==> config.mk <==
export PLATFORM = sky130hd
export DESIGN_NAME = pipe_control_unit
export DESIGN_NICKNAME = d
export VERILOG_FILES = /design/src/rtl/pipe_control_unit.sv
export SDC_FILE = /design/constraint.sdc
export NUM_CORES = 1
export LEC_CHECK = 0
export ABC_AREA = 1
export BUFFER_PORTS_ARGS = -buffer_cell sky130_fd_sc_hd__buf_2
export CAP_MARGIN = 20
export CORE_UTILIZATION = 58
export DETAILED_ROUTE_END_ITERATION = 8
export PLACE_DENSITY = 0.95
export SLEW_MARGIN = 5
export SYNTH_ARGS = -nofsm -noshare
export SYNTH_HDL_FRONTEND = slang
export SYNTH_SLANG_ARGS = --single-unit
==> constraint.sdc <==
create_clock -name clk -period 5.61 [get_ports clk]
set_clock_uncertainty 0.1 [all_clocks]
set_input_delay 0.561 -clock clk [delete_from_list [all_inputs] [get_ports clk]]
set_output_delay 0.561 -clock clk [all_outputs]
set_load 0.005 [all_outputs]
==> src/rtl/pipe_control_unit.sv <==
// Pipelined control unit for a five-stage RV32I-style core.
// Decodes the D-stage instruction combinationally and carries the resulting
// controls through E, M and W registers. E can be flushed or stalled; M and W
// always advance. Instructions reaching W are counted in RetiredW.
module pipe_control_unit #(
  parameter int unsigned CTRL_W  = 4,
  parameter bit          EN_JALR = 1'b1,
  parameter int unsigned CNT_W   = 32
) (
  input  logic              clk,
  input  logic              rst_n,
  // Decode-stage instruction fields
  input  logic [6:0]        OpD,
  input  logic [2:0]        Funct3D,
  input  logic              Funct7b5D,
  input  logic              ValidD,
  // Execute-stage pipeline control
  input  logic              FlushE,
  input  logic              StallE,
  // ALU comparison flags
  input  logic              ZeroE,
  input  logic              LtE,
  input  logic              LtuE,
  // Decode-stage outputs
  output logic [2:0]        ImmSrcD,
  output logic              IllegalD,
  // Execute-stage outputs
  output logic [CTRL_W-1:0] ALUControlE,
  output logic              ALUSrcAE,
  output logic              ALUSrcBE,
  output logic              PCSrcE,
  output logic              JalrE,
  output logic              ResultSrcE0,
  // Memory-stage outputs
  output logic              RegWriteM,
  output logic              MemWriteM,
  output logic [1:0]        ResultSrcM,
  // Writeback-stage outputs
  output logic              RegWriteW,
  output logic [1:0]        ResultSrcW,
  output logic [CNT_W-1:0]  RetiredW
);

  // Opcodes
  localparam logic [6:0] OpLoad   = 7'b0000011;
  localparam logic [6:0] OpStore  = 7'b0100011;
  localparam logic [6:0] OpReg    = 7'b0110011;
  localparam logic [6:0] OpImm    = 7'b0010011;
  localparam logic [6:0] OpBranch = 7'b1100011;
  localparam logic [6:0] OpJal    = 7'b1101111;
  localparam logic [6:0] OpJalr   = 7'b1100111;
  localparam logic [6:0] OpLui    = 7'b0110111;
  localparam logic [6:0] OpAuipc  = 7'b0010111;

  // ALU operation codes
  localparam logic [3:0] AluAdd   = 4'd0;
  localparam logic [3:0] AluSub   = 4'd1;
  localparam logic [3:0] AluAnd   = 4'd2;
  localparam logic [3:0] AluOr    = 4'd3;
  localparam logic [3:0] AluXor   = 4'd4;
  localparam logic [3:0] AluSlt   = 4'd5;
  localparam logic [3:0] AluSltu  = 4'd6;
  localparam logic [3:0] AluSll   = 4'd7;
  localparam logic [3:0] AluSrl   = 4'd8;
  localparam logic [3:0] AluSra   = 4'd9;
  localparam logic [3:0] AluPassB = 4'd10;

  // Immediate formats
  localparam logic [2:0] ImmI = 3'b000;
  localparam logic [2:0] ImmS = 3'b001;
  localparam logic [2:0] ImmB = 3'b010;
  localparam logic [2:0] ImmJ = 3'b011;
  localparam logic [2:0] ImmU = 3'b100;

  // Result select encodings
  localparam logic [1:0] ResAlu = 2'b00;
  localparam logic [1:0] ResMem = 2'b01;
  localparam logic [1:0] ResPc4 = 2'b10;

  typedef struct packed {
    logic       valid;
    logic       regwrite;
    logic       memwrite;
    logic [1:0] resultsrc;
    logic       branch;
    logic       jump;
    logic       jalr;
    logic [2:0] funct3;
    logic [3:0] alu;
    logic       srca;
    logic       srcb;
  } ex_ctl_t;

  typedef struct packed {
    logic       valid;
    logic       regwrite;
    logic       memwrite;
    logic [1:0] resultsrc;
  } late_ctl_t;

  logic [3:0] funct_alu;
  logic [2:0] imm_raw;
  logic       dec_illegal;
  logic       dec_ok;
  ex_ctl_t    dec;
  ex_ctl_t    e_d, e_q;
  late_ctl_t  m_d, m_q;
  late_ctl_t  w_q;
  logic       br_cond;
  logic [CNT_W-1:0] retired_q;

  // ALU operation selected by funct3 for register and immediate ALU ops
  always_comb begin
    case (Funct3D)
      3'b000:  funct_alu = (OpD[5] & Funct7b5D) ? AluSub : AluAdd;
      3'b001:  funct_alu = AluSll;
      3'b010:  funct_alu = AluSlt;
      3'b011:  funct_alu = AluSltu;
      3'b100:  funct_alu = AluXor;
      3'b101:  funct_alu = Funct7b5D ? AluSra : AluSrl;
      3'b110:  funct_alu = AluOr;
      3'b111:  funct_alu = AluAnd;
      default: funct_alu = AluAdd;
    endcase
  end

  // Main opcode decode; every field not used by an instruction stays 0
  always_comb begin
    dec         = '0;
    imm_raw     = ImmI;
    dec_illegal = 1'b0;
    case (OpD)
      OpLoad: begin
        dec.regwrite  = 1'b1;
        dec.resultsrc = ResMem;
        dec.srcb      = 1'b1;
        imm_raw       = ImmI;
      end
      OpStore: begin
        dec.memwrite = 1'b1;
        dec.srcb     = 1'b1;
        imm_raw      = ImmS;
      end
      OpReg: begin
        dec.regwrite = 1'b1;
        dec.alu      = funct_alu;
      end
      OpImm: begin
        dec.regwrite = 1'b1;
        dec.srcb     = 1'b1;
        dec.alu      = funct_alu;
        imm_raw      = ImmI;
        // slli encodes funct7 = 0; bit 5 set is not a valid shift
        if (Funct3D == 3'b001 && Funct7b5D) dec_illegal = 1'b1;
      end
      OpBranch: begin
        dec.branch = 1'b1;
        dec.alu    = AluSub;
        dec.funct3 = Funct3D;
        imm_raw    = ImmB;
        if (Funct3D == 3'b010 || Funct3D == 3'b011) dec_illegal = 1'b1;
      end
      OpJal: begin
        dec.regwrite  = 1'b1;
        dec.jump      = 1'b1;
        dec.resultsrc = ResPc4;
        imm_raw       = ImmJ;
      end
      OpJalr: begin
        if (EN_JALR) begin
          dec.regwrite  = 1'b1;
          dec.jump      = 1'b1;
          dec.jalr      = 1'b1;
          dec.resultsrc = ResPc4;
          dec.srcb      = 1'b1;
          imm_raw       = ImmI;
        end else begin
          dec_illegal = 1'b1;
        end
      end
      OpLui: begin
        dec.regwrite = 1'b1;
        dec.srcb     = 1'b1;
        dec.alu      = AluPassB;
        imm_raw      = ImmU;
      end
      OpAuipc: begin
        dec.regwrite = 1'b1;
        dec.srca     = 1'b1;
        dec.srcb     = 1'b1;
        imm_raw      = ImmU;
      end
      default: dec_illegal = 1'b1;
    endcase
  end

  // D-stage outputs and the controls offered to E (bubble unless a legal valid op)
  always_comb begin
    dec_ok   = ValidD & ~dec_illegal;
    IllegalD = ValidD & dec_illegal;
    ImmSrcD  = dec_illegal ? 3'b000 : imm_raw;
    e_d      = '0;
    if (dec_ok) begin
      e_d       = dec;
      e_d.valid = 1'b1;
    end
  end

  // E register: flush takes priority over stall
  always_ff @(posedge clk or negedge rst_n) begin
    if (!rst_n) begin
      e_q <= '0;
    end else if (FlushE) begin
      e_q <= '0;
    end else if (!StallE) begin
      e_q <= e_d;
    end
  end

  // A stalled E instruction stays put, so M sees a bubble behind it
  always_comb begin
    m_d = '0;
    if (FlushE || !StallE) begin
      m_d.valid     = e_q.valid;
      m_d.regwrite  = e_q.regwrite;
      m_d.memwrite  = e_q.memwrite;
      m_d.resultsrc = e_q.resultsrc;
    end
  end

  // M and W registers advance every cycle
  always_ff @(posedge clk or negedge rst_n) begin
    if (!rst_n) begin
      m_q <= '0;
      w_q <= '0;
    end else begin
      m_q <= m_d;
      w_q <= m_q;
    end
  end

  // Retired-instruction counter, wraps naturally at its width
  always_ff @(posedge clk or negedge rst_n) begin
    if (!rst_n) begin
      retired_q <= '0;
    end else if (w_q.valid) begin
      retired_q <= retired_q + CNT_W'(1);
    end
  end

  // Branch condition from the funct3 held in E
  always_comb begin
    case (e_q.funct3)
      3'b000:  br_cond = ZeroE;
      3'b001:  br_cond = ~ZeroE;
      3'b100:  br_cond = LtE;
      3'b101:  br_cond = ~LtE;
      3'b110:  br_cond = LtuE;
      3'b111:  br_cond = ~LtuE;
      default: br_cond = 1'b0;
    endcase
  end

  // E-stage outputs; ALU code widened with zero upper bits
  always_comb begin
    ALUControlE      = '0;
    ALUControlE[3:0] = e_q.alu;
    ALUSrcAE         = e_q.srca;
    ALUSrcBE         = e_q.srcb;
    PCSrcE           = e_q.valid & (e_q.jump | (e_q.branch & br_cond));
    JalrE            = e_q.valid & e_q.jalr;
    ResultSrcE0      = e_q.resultsrc[0];
  end

  // M/W-stage outputs
  always_comb begin
    RegWriteM  = m_q.regwrite;
    MemWriteM  = m_q.memwrite;
    ResultSrcM = m_q.resultsrc;
    RegWriteW  = w_q.regwrite;
    ResultSrcW = w_q.resultsrc;
    RetiredW   = retired_q;
  end

endmodule

# --- After elaboration in Yosys (flattened, before gate mapping) ---
# Cells that the tools add are included.
classes:
  addsub: 1
  eq_ne: 22
  mux: 23
  n_bitwise: 11
  n_reduce_logical: 12
ops:
  columns: ["operator", "count"]
  rows:
  - ["17-bit two-way mux", 3]
  - ["32-bit by 1-bit adder with 32-bit output (second input constant)", 1]
  - ["4-bit case mux with 8 select lines", 1]
  - ["3-bit equality test (second input constant)", 8]
  - ["7-bit by 6-bit equality test with 1-bit output (second input constant)", 3]
  - ["7-bit equality test (second input constant)", 3]
  - ["7-bit by 5-bit equality test with 1-bit output (second input constant)", 2]
  - ["7-bit OR reduction", 2]
  - ["3-bit case mux with 4 select lines", 1]
  - ["4-bit case mux with 3 select lines", 1]
  - ["1-bit two-way mux", 11]
  - ["7-bit by 2-bit equality test with 1-bit output (second input constant)", 1]
  - ["1-bit bitwise AND", 6]
  - ["3-bit by 1-bit equality test with 1-bit output (second input constant)", 2]
  - ["3-bit by 2-bit equality test with 1-bit output (second input constant)", 2]
  - ["3-bit logical NOT", 2]
  - ["3-bit two-way mux", 2]
  - ["1-bit case mux with 6 select lines", 1]
  - ["2-bit OR reduction", 3]
  - ["6-bit OR reduction", 1]
  - ["5-bit two-way mux", 1]
  - ["1-bit inverter", 4]
  - ["2-bit case mux with 2 select lines", 1]
  - ["1-bit case mux with 3 select lines", 1]
  - ["5 further kinds", 6]
totals:
  register_bits: 58
  in_bits: 19
  out_inout_bits: 52
  word_cells: 88

# --- Logic depth before layout (Yosys ltp) ---
logic_depth:
  word_depth: 9
  depth_mapped: 11

# --- Worst setup path after synthesis ---
# Ideal clock, no wire load.
synth_timing:
  path_kind: "input to output"
  start: "input port OpD[1]"
  end: "output port IllegalD"
  arrival_time_ns: 1.419
  slack_ns: 3.530
  path_stages: 8
  path_buffers: 1
  path_cell_list: "nand2_1 -> nor2_2 -> and2_4 -> buf_6 -> nand3_4 -> nand2_4 -> nor2_8 -> nor2_1"
synth_between:
  elab_chain_len: 4
  word_cells_on_any_way: 12
synth_rtl:
  columns: ["element", "line_no", "text"]
  rows:
  - ["start, declared", "13", "input logic [6:0] OpD,"]
  - ["7-bit by 5-bit equality test with 1-bit output, or another cell as far along", "132", "case (OpD)"]
  - ["7-bit OR reduction (no source line)", null, null]
  - ["1-bit case mux with 3 select lines (*)", "132", null]
  - ["1-bit bitwise AND (*)", "200", "IllegalD = ValidD & dec_illegal;"]
  - ["end, declared", "26", "output logic IllegalD,"]
# Mark *: on every way between the ends. The rest lies on a longest branch, timed or not.

# --- Final worst setup path ---
# Ends and elaborated chain as after synthesis.

==> parameters.txt <==
Parameter                              Value

Status
  Result of the run ... completed

Worst setup path
  Setup slack, reg-to-reg ... 3.51 ns
  Type of element capturing the critical path ... output port
  R2r endpoint ... RetiredW[24]$_DFFE_PN0P_
  List of cells traversed by the critical path ... buf_2 > nand2_1 > nor2_1 > nand2_1 > nand3_1 > nor2_2 > nor2_8 > nor2_1 > buf_2
  Type of the setup path with the least slack ... in -> out
  Critical path data required time ... 4.95 ns
  Number of cells on the worst reg-to-reg path ... 10
  Nature of the critical path startpoint ... input pin
  Worst EP arrival ... 1.68 ns
  Critical register-to-register path startpoint ... RetiredW[0]$_DFFE_PN0P_
  Delay of the slowest cell on the worst path ... 0.29 ns
  Top fanout value on the critical path ... 6
  Crit-path slowest cell ... nor2_2
  Critical path launch point ... OpD[1]

Timing
  WHS ... 0.239 ns
  Highest clock rate ... 0.428 GHz
  Final Cycle Share ... 0.416
  Hold Vio Cnt, Final ... 0
  Aggregate negative setup slack ... 0 ns
  Minimum period implied by the final worst setup slack ... 2.34 ns
  Final number of setup-violating endpoints ... 0
  Worst rel slew slack ... 0.541
  Count of pins over their slew limit ... 0
  Setup repair after global routing missed its margin ... no
  Worst Tran Pin Value ... 0.689 ns

Power
  Reported leakage power ... 2.05 nW
  Power density over the cells ... 222 nW/um^2
  Overall power of the completed layout ... 0.824 mW
  Worst vdd rail ir drop ... 0.142 mV

CTS
  TritonCTS clock tree ... yes
  Setup fix buffers added after clock tree synthesis ... 0
  Deepest clock path buffer count ... 2
  Clock tree root driver cell ... clkbuf_8
  CTS Buf Count ... 9
  Post-CTS Hold Buffers ... 0
  Clock Latency Late Sink ... 0.33 ns
  Number of resized instances in the post-cts repair step ... 0
  Clock-pin slew reported for the worst setup and hold paths after clock tree synthesis ... 0.06 ns
  Total clock sinks ... 57
  Number of levels the H-tree was split into ... 3

Floorplanning
  Starting utilization of the core area ... 0.610
  Die span in x ... 76.0 um
  Placement Rows ... 26
  Floorplan die area ... 5770 sq um
  Core area ... 5200 sq um
  Die Height ... 76.0 um
  IO Pins ... 71

Synthesis
  Synth Net Count ... 424
  Number of flops mapped to enable cells by yosys ... 0
  Synthesis-stage register bit count ... 57
  Syn avg cell area ... 7.86 sq um
  Proportion of register bits with asynchronous set or reset after synthesis ... 1.00
  Sequential area share after synthesis ... 0.449
  Gate count of the mapped netlist ... 404
  Netlist area before placement ... 3170 sq um
  Number of distinct library cell variants in the gate-level netlist after synthesis ... 33
  Ys Warns ... 0
  Flip-flop cell with the highest count after synthesis ... dfrtp_1

GRT
  Highest-utilization routing layer at the global route stage ... met2
  Global-route wire length before repair ... 11.8 mm
  Global-route total usage across every layer ... 0.255
  Met1 Track Usage GR ... 0.289
  Via count of the first global-routing pass ... 2809
  Met3 GRT Util ... 0.0683
  Met2 demand-to-capacity share in global routing ... 0.447
  Largest net degree at the start of global routing ... 58
  Total congestion overflow after global routing ... 0
  Initial antenna violation count ... 0

Routing
  Post-DR wirelength/cell ... 12.5 um
  Per-cell via count in the routed design ... 5.18
  First-pass detailed-route iteration total ... 4
  Drt drc ... 0
  Number of nets with antenna violations after detailed routing ... 0
  Total wire length after detailed routing ... 6.85 mm
  Initial detailed-routing violation count ... 175
  Vias ... 2843

Cells and area
  Number of standard cells in the layout, taps in and fillers out ... 549
  Post-layout nets ... 494
  Fillers ... 396
  Synthesis-to-layout area growth ... 16.9%
  Proportion of layout cells with a drive suffix above 1 ... 0.240
  Antenna diodes ... 0

Placement
  Final weighted congestion of routability-driven global placement ... 0.870
  Placed wire-length estimate after detailed placement ... 5.22 mm
  Cell count after placement ... 533
  Port bufs ... 70

Flow run
  Maximum Capacitance Violations ... 0

Worst hold path
  Tightest Hold Check Type ... in -> async
kinds of logic (layout without fill, tap and decap cells):
family	after synthesis	after routing	share of synthesized area
AO/OA/AOI/OAI	28	28	0.0560
XOR/XNOR	25	25	0.0690
adder cells (fa/ha/maj)	1	1	0.00394
buffers and inverters	75	150	0.103
flip-flops	57	57	0.449
AND/OR/NAND/NOR	218	218	0.319
synthesized netlist by cell type, drive strengths merged, types with 4 or more instances:
| cell | number | area share |
|---|---|---|
| inv | 62 | 0.073 |
| xnor2 | 4 | 0.011 |
| nor2 | 50 | 0.071 |
| xor2 | 21 | 0.058 |
| nand2 | 113 | 0.14 |
| nand4 | 8 | 0.018 |
| nand3 | 24 | 0.045 |
| nor3 | 17 | 0.030 |
| dfrtp | 57 | 0.45 |
| o21ai | 18 | 0.039 |
| buf | 10 | 0.026 |
| a21oi | 8 | 0.013 |
layout by cell type, fill, tap and decap left out:
cell type  count
dfrtp_1       57
nor3_1        16
nand3_2        2
o21ai_2        9
inv_2          2
nand4_2        1
nand2_4        1
nand3_1       21
nand4_1        7
nor3_4         1
clkbuf_8      11
a31oi_1        1
nor2_4         1
xnor2_1        4
and2_4         1
nand2_1      111
nor4_1         1
nand3b_4       1
nand3b_1       2
clkbuf_1       2
o21ai_0        9
inv_1         60
nor2_8         1
xor2_1        21
ha_1           1
nand2_2        1
buf_2         70
clkinv_2       3
a21oi_1        8
nor2_1        42
nand3_4        1
buf_4          1
buf_6          1
or2_2          1
a211oi_1       1
nor2_2         6
worst max-delay path: cells and delay by family:
family	cells	cell delay, ns
buf+inv	2	0.21
simple gates	7	0.90
final cells by class:
| cell class | count | area [sq um] | share of cell area |
|---|---|---|---|
| clock buffer | 13 | 159 | 0.0428 |
| clock inverter | 3 | 15.0 | 0.00405 |
| inverter | 62 | 233 | 0.0627 |
| multi-input combinational | 272 | 1420 | 0.383 |
| sequential | 57 | 1430 | 0.384 |
| tap | 70 | 87.6 | 0.0236 |
| timing repair buffer | 72 | 369 | 0.0995 |
report_power, final:
part | leakage [nW] | total (mW) | internal (mW) | switching, mW
Combinational | 1.17 | 0.0642 | 0.0228 | 0.0414
Clock | 0.0932 | 0.332 | 0.182 | 0.150
Sequential | 0.793 | 0.428 | 0.418 | 0.00993
Total | 2.05 | 0.824 | 0.623 | 0.201
flip-flops by register name (all words and copies together), names as in the netlist:
name	flops
ALUSrcAE	1
MemWriteM	1
w_q	1
ALUControlE	4
m_q	1
RegWriteW	1
e_q	9
ResultSrcW	2
ResultSrcM	2
ResultSrcE0	1
ALUSrcBE	1
RetiredW	32
RegWriteM	1
metal layers:
metal  share of wire  up-vias  wire (um)
met3           0.055       31        375
met4           0.037        0        252
li1                -     1390          -
met2            0.50      127       3420
met1            0.41     1295       2800
met5               0        -          0
how the worst max path moves through the flow:
stage / end / cells past startpoint
finish: IllegalD / 9
global placement: ImmSrcD[1] / 9
CTS: IllegalD / 9
global route: ImmSrcD[1] / 9
detailed placement: IllegalD / 9
floorplan: IllegalD / 8
through the flow:
step            util  worst slack [ns]  area, sq um
6_report       0.713              3.27         3710
5_1_grt        0.713              3.16         3710
4_1_cts        0.713              3.28         3710
3_5_place_dp   0.680              3.29         3540
3_3_place_gp   0.677              3.34         3530
2_1_floorplan      -              3.53         3170
Power figures use the tool's default switching activity.
